[config.mk]
export PLATFORM = sky130hd
export DESIGN_NAME = intrpt_cfg_seq
export DESIGN_NICKNAME = d
export VERILOG_FILES = /design/src/rtl/intrpt_pkg.sv /design/src/rtl/intrpt_dup_chk.sv /design/src/rtl/intrpt_cfg_seq.sv
export SDC_FILE = /design/constraint.sdc
export NUM_CORES = 1
export LEC_CHECK = 0
export ABC_AREA = 1
export ABC_CLOCK_PERIOD_IN_PS = 3000
export BUFFER_PORTS_ARGS = -buffer_cell sky130_fd_sc_hd__buf_2
export CAP_MARGIN = 20
export CORE_MARGIN = 10
export CORE_UTILIZATION = 32
export CTS_CLUSTER_DIAMETER = 200
export DETAILED_ROUTE_END_ITERATION = 6
export PLACE_DENSITY = 0.53
export SYNTH_ARGS = -nofsm -noshare
export SYNTH_HDL_FRONTEND = slang
export SYNTH_SLANG_ARGS = --single-unit
[constraint.sdc]
create_clock -name clk -period 3 [get_ports clk]
set_input_delay 0.3 -clock clk [delete_from_list [all_inputs] [get_ports clk]]
set_output_delay 0.3 -clock clk [all_outputs]
set_load 0.02 [all_outputs]
[src/rtl/intrpt_pkg.sv]
// Shared types and default sizing for the interrupt configuration sequencer.
package intrpt_pkg;

  function automatic int unsigned tmo_w(input int unsigned max_cnt);
    return $clog2(max_cnt + 1);
  endfunction

  localparam int unsigned NumSlave  = 16;
  localparam int unsigned DataWidth = 4;
  localparam int unsigned Width     = $clog2(NumSlave);
  localparam int unsigned ApbTmo    = 32;
  localparam int unsigned SvcTmo    = 64;
  localparam int unsigned ApbTmoW   = tmo_w(ApbTmo);
  localparam int unsigned SvcTmoW   = tmo_w(SvcTmo);

  typedef enum logic [2:0] {
    StIdle,
    StCheck,
    StSetup,
    StAccess,
    StRun,
    StSvc,
    StAck,
    StDrain
  } seq_state_e;

endpackage

[src/rtl/intrpt_dup_chk.sv]
// Seen-bitmap duplicate detector: one bit per possible priority value.
module intrpt_dup_chk #(
  parameter int unsigned data_width = 4
) (
  input  logic                  clk_i,
  input  logic                  rst_ni,
  input  logic                  clr_i,
  input  logic                  chk_i,
  input  logic [data_width-1:0] val_i,
  output logic                  dup_o
);

  localparam int unsigned Bits = 2 ** data_width;

  logic [Bits-1:0] seen_q, seen_d;

  always_comb begin
    seen_d = seen_q;
    if (clr_i) begin
      seen_d = '0;
    end else if (chk_i) begin
      seen_d[val_i] = 1'b1;
    end
  end

  assign dup_o = chk_i & seen_q[val_i];

  always_ff @(posedge clk_i or negedge rst_ni) begin
    if (!rst_ni) begin
      seen_q <= '0;
    end else begin
      seen_q <= seen_d;
    end
  end

endmodule

[src/rtl/intrpt_cfg_seq.sv]
// Host-side sequencer for intrpt_cntrl: validates and programs the priority table over APB,
// then runs the interrupt service handshake.
module intrpt_cfg_seq
  import intrpt_pkg::*;
#(
  parameter int unsigned num_slave  = NumSlave,
  parameter int unsigned data_width = DataWidth,
  parameter int unsigned width      = $clog2(num_slave),
  parameter int unsigned apb_tmo    = ApbTmo,
  parameter int unsigned svc_tmo    = SvcTmo
) (
  input  logic                            clk,
  input  logic                            rstn,
  input  logic                            cfg_start,
  input  logic [num_slave*data_width-1:0] cfg_prio,
  output logic                            cfg_busy,
  output logic                            cfg_done,
  output logic                            cfg_err,
  output logic                            psel,
  output logic                            penable,
  output logic                            pwrite,
  output logic [width-1:0]                paddr,
  output logic [data_width-1:0]           pwdata,
  input  logic                            pready,
  input  logic                            perror,
  input  logic                            intrt_valid,
  input  logic [width-1:0]                intrt_to_be_servised,
  output logic                            intrt_servised,
  output logic                            hdl_req,
  output logic [width-1:0]                hdl_id,
  input  logic                            hdl_done,
  output logic                            svc_tmo_err
);

  localparam int unsigned TmoMax = (apb_tmo > svc_tmo) ? apb_tmo : svc_tmo;
  localparam int unsigned TmoW   = tmo_w(TmoMax);
  localparam logic [width-1:0] IdxLast   = width'(num_slave - 1);
  localparam logic [TmoW-1:0]  ApbLimit  = TmoW'(apb_tmo - 1);
  localparam logic [TmoW-1:0]  SvcLimit  = TmoW'(svc_tmo - 1);

  seq_state_e            state_q, state_d;
  logic [width-1:0]      idx_q, idx_d;
  logic [TmoW-1:0]       tmo_q, tmo_d;
  logic [width-1:0]      hdl_id_q, hdl_id_d;
  logic [data_width-1:0] prio_q [num_slave];
  logic [data_width-1:0] prio_d [num_slave];
  logic cfg_done_q, cfg_done_d, cfg_err_q, cfg_err_d, svc_tmo_err_q, svc_tmo_err_d;
  logic seen_clr, seen_chk, seen_dup;

  intrpt_dup_chk #(
    .data_width(data_width)
  ) u_dup_chk (
    .clk_i (clk),
    .rst_ni(rstn),
    .clr_i (seen_clr),
    .chk_i (seen_chk),
    .val_i (prio_q[idx_q]),
    .dup_o (seen_dup)
  );

  always_ff @(posedge clk or negedge rstn) begin
    if (!rstn) begin
      state_q       <= StIdle;
      idx_q         <= '0;
      tmo_q         <= '0;
      hdl_id_q      <= '0;
      prio_q        <= '{default: '0};
      cfg_done_q    <= 1'b0;
      cfg_err_q     <= 1'b0;
      svc_tmo_err_q <= 1'b0;
    end else begin
      state_q       <= state_d;
      idx_q         <= idx_d;
      tmo_q         <= tmo_d;
      hdl_id_q      <= hdl_id_d;
      prio_q        <= prio_d;
      cfg_done_q    <= cfg_done_d;
      cfg_err_q     <= cfg_err_d;
      svc_tmo_err_q <= svc_tmo_err_d;
    end
  end

  always_comb begin
    state_d       = state_q;
    idx_d         = idx_q;
    tmo_d         = tmo_q;
    hdl_id_d      = hdl_id_q;
    prio_d        = prio_q;
    cfg_done_d    = 1'b0;
    cfg_err_d     = 1'b0;
    svc_tmo_err_d = 1'b0;
    seen_clr      = 1'b0;
    seen_chk      = 1'b0;
    if (tmo_q != '1) tmo_d = tmo_q + 1'b1;

    unique case (state_q)
      StIdle, StRun: begin
        // A new table request outranks a pending interrupt in RUN.
        if (cfg_start) begin
          for (int i = 0; i < num_slave; i++) begin
            prio_d[i] = cfg_prio[i*data_width +: data_width];
          end
          idx_d    = '0;
          seen_clr = 1'b1;
          state_d  = StCheck;
        end else if (state_q == StRun && intrt_valid) begin
          hdl_id_d = intrt_to_be_servised;
          state_d  = StSvc;
        end
      end
      StCheck: begin
        seen_chk = 1'b1;
        if (seen_dup) begin
          cfg_err_d = 1'b1;
          state_d   = StIdle;
        end else if (idx_q == IdxLast) begin
          idx_d   = '0;
          state_d = StSetup;
        end else begin
          idx_d = idx_q + 1'b1;
        end
      end
      StSetup: state_d = StAccess;
      StAccess: begin
        if (pready) begin
          if (perror) begin
            cfg_err_d = 1'b1;
            state_d   = StIdle;
          end else if (idx_q == IdxLast) begin
            cfg_done_d = 1'b1;
            state_d    = StRun;
          end else begin
            idx_d   = idx_q + 1'b1;
            state_d = StSetup;
          end
        end else if (tmo_q >= ApbLimit) begin
          cfg_err_d = 1'b1;
          state_d   = StIdle;
        end
      end
      StSvc: begin
        if (hdl_done) begin
          state_d = StAck;
        end else if (tmo_q >= SvcLimit) begin
          svc_tmo_err_d = 1'b1;
          state_d       = StAck;
        end
      end
      StAck: state_d = StDrain;
      // Hold off until the serviced winner is withdrawn so it is not taken twice.
      StDrain: if (!intrt_valid) state_d = StRun;
      default: state_d = StIdle;
    endcase

    if (state_d != state_q) tmo_d = '0;
  end

  always_comb begin
    psel           = 1'b0;
    penable        = 1'b0;
    cfg_busy       = 1'b0;
    hdl_req        = 1'b0;
    intrt_servised = 1'b0;
    unique case (state_q)
      StCheck:  cfg_busy = 1'b1;
      StSetup: begin
        cfg_busy = 1'b1;
        psel     = 1'b1;
      end
      StAccess: begin
        cfg_busy = 1'b1;
        psel     = 1'b1;
        penable  = 1'b1;
      end
      StSvc:    hdl_req = 1'b1;
      StAck:    intrt_servised = 1'b1;
      default: ;
    endcase
    pwrite      = psel;
    paddr       = psel ? idx_q : '0;
    pwdata      = psel ? prio_q[idx_q] : '0;
    hdl_id      = hdl_id_q;
    cfg_done    = cfg_done_q;
    cfg_err     = cfg_err_q;
    svc_tmo_err = svc_tmo_err_q;
  end

endmodule

==> run summary <==
post-DP HPWL -> 10.8 mm
Final setup viols -> 0
crit path time final -> 2.58 ns
Detailed Routing Iterations Pass 1 -> 5
DR iter-0 viols -> 252
RSZ-0062 raised after global routing -> false
global-route met3 utilization -> 0.0345
CTS H-tree lvls -> 3
M1 GR Usage -> 0.175
Die Area -> 21,300 um^2
max-cap violations -> 0
post-route cell area -> 6070 um^2
CTS Buf Count -> 9
maximum vdd drop -> 0.357 mV
initial antenna violation count -> 0
postcts setup bufs -> 0
Synth area leader -> dfrtp_1
worst slew pin tran -> 0.904 ns
Core ar. -> 15,400 um^2
insertion delay to the later sink of the worst-skew pair -> 0.35 ns
Row Count -> 45
Syn Area/Cell -> 7.58 um^2
number of diodes -> 0
Startpoint Class -> flip-flop
Required @ worst endpoint -> 3.23 ns
routed vias/inst -> 4.62
Setup TNS -> 0 ns
synth unique cells -> 36
remaining routing DRC violations -> 0
Yosys reg bits -> 101
largest net degree at the start of global routing -> 71
Post-synth EDFFs -> 0
slowest CP cell -> dfrtp_1
GRT Total Usage -> 0.135
Crit Path Class -> reg2reg
CTS tree -> yes
outcome -> finished clean
sequential fraction of the synthesis area -> 0.498
max-slew violation count -> 0
Clock Sinks -> 101
number of instances resized during post-cts repair -> 0
pwr dens -> 1060 nW/um^2
synth-to-layout area growth -> 19.6%
Final ANT Viol Nets -> 0
YS warnings -> 0
Final Hold Fails -> 0
Total Wirelength -> 14.4 mm
Worst Skew -> 0.00701 ns
first-pass GRT wire length -> 23.7 mm
Slew Limit Headroom -> 0.397
IO Pins -> 96
WL/cell -> 14.7 um
clock root cell -> clkbuf_16
crit-path cells -> inv_2 > nand3_1 > nand2_1 > a21oi_1 > o22ai_2 > a21oi_1 > nand2_1 > nand2_1 > inv_1 > nand2_2 > nand2_1 > a21oi_1 > a21oi_1
share of cells above drive strength 1 -> 0.196
Die Wd -> 146 um
Cells after Synth -> 669
Layout Nets -> 836
global-route met2 utilization -> 0.214
post-route clock period utilization -> 0.861
CTS Buffer Depth -> 2
CP Capture Type -> flip-flop
Buffers on Ports -> 95
commonest cells in the synthesized netlist -> nand2_1 (273), dfrtp_1 (101), nor2_1 (53)
routed vias -> 4,505
Worst-path clk slew -> 0.07 ns
initial core utilization -> 0.330
ranking of synthesized cells by area -> dfrtp_1 (50%), nand2_1 (20%), nand3_1 (4.1%), nor2_1 (3.9%), inv_1 (3.8%)
DIE HEIGHT -> 146 um
total gr overflow -> 0
most numerous cell in the Yosys netlist -> nand2_1
GRT busiest layer -> met2
syn_nets -> 746
routability cong. -> 0.944
Synth top area share -> 0.498
arrival time worst endpoint -> 2.81 ns
Cell Area, Synth -> 5070 um^2
filler cell count -> 1,650
max incr delay on CP -> 0.58 ns
Top FF cell, synth -> dfrtp_1
ys async rst share -> 1.00
Core Util, Final -> 0.395
crit-path max FO -> 11
vias in the first global route -> 4,736
Pleak -> 3.18 nW
worst min path class -> in2async
cts hold-fix bufs -> 0
Peak Freq -> 0.387 GHz
Placed Instance Area -> 5740 um^2
## logic make-up after synthesis
| kind of cell | after synthesis | share of synthesized area |
|---|---|---|
| AND/OR/NAND/NOR | 402 | 0.330 |
| flip-flops | 101 | 0.498 |
| buffers and inverters | 84 | 0.0735 |
| AO/OA/AOI/OAI | 74 | 0.0804 |
| multiplexers | 5 | 0.0109 |
| adder cells (fa/ha/maj) | 2 | 0.00493 |
| XOR/XNOR | 1 | 0.00173 |
## area by class of cell
type	count	area [um^2]	share of cell area
Inverter	58	220	0.0363
Sequential cell	101	2530	0.417
Multi-Input combinational cell	484	2180	0.359
Clock buffer	14	284	0.0468
Timing Repair Buffer	105	553	0.0912
Clock inverter	2	38.8	0.00639
Tap cell	211	264	0.0435
## placed cells by master (no fill, tap or decap), types with 4 or more instances in the layout
cell and n:
a31oi_1 4, nor3_1 6, nand2_1 273, nand3_1 42, dfrtp_1 101, nand2_2 5, nor2_1 52, o21ai_0 28
o211ai_1 5, buf_2 94, mux2_2 4, inv_1 51, clkbuf_16 9, buf_4 11, clkbuf_8 4, inv_2 4
nor2_2 9, a21oi_1 29
## critical path, delay by kind of cell, from the launching register on
| kind | cells | cell delay, ns |
|---|---|---|
| and+or+nand+nor | 6 | 0.62 |
| AOI/OAI and AO/OA | 5 | 1.00 |
| DFF | 1 | 0.58 |
| buffers and inverters | 2 | 0.25 |
## metal layers
layer	wire length [um]	part of all wire	vias up
met5	0	0	-
met4	257	0.018	0
met3	656	0.046	22
met2	6680	0.47	103
met1	6760	0.47	2105
li1	-	-	2275
## where the power goes
group / internal (mW) / switching [mW]
combinational: 0.974 / 2.00
sequential: 1.90 / 0.322
clock: 0.740 / 0.512
## final timing paths
kind	start	endpoint	slack, ns	depth (start not counted)
setup reg to reg	idx_q[1]	idx_q[1]	0.42	13
max in group asynchronous	rstn	prio_q[36]	2.13	2
hold reg to reg	prio_q[7]	prio_q[7]	0.47	2
hold / removal	rstn	prio_q[5]	0.08	1
setup / recovery	idx_q[1]	idx_q[1]	0.42	13
min in group clk	hdl_done	svc_tmo_err	0.14	2
## stage by stage
step	hold WS [ns]	power [mW]	worst slack [ns]	std cells
final	0.0778	6.46	0.417	975
after global routing	0.134	7.02	0.151	975
after CTS	0.123	6.50	0.405	975
after detailed placement	0.453	5.23	0.414	959
after global placement	0.454	5.20	0.518	959
after floorplan	0.00441	4.47	0.763	669
## sequential cells by signal, indices dropped and copies added (netlist names)
| register | count |
|---|---|
| cfg_err | 1 |
| svc_tmo_err | 1 |
| u_dup_chk.seen_q | 16 |
| cfg_done | 1 |
| state_q | 3 |
| hdl_id | 4 |
| tmo_q | 7 |
| prio_q | 64 |
| idx_q | 4 |
(Power assumes the default switching activity.)
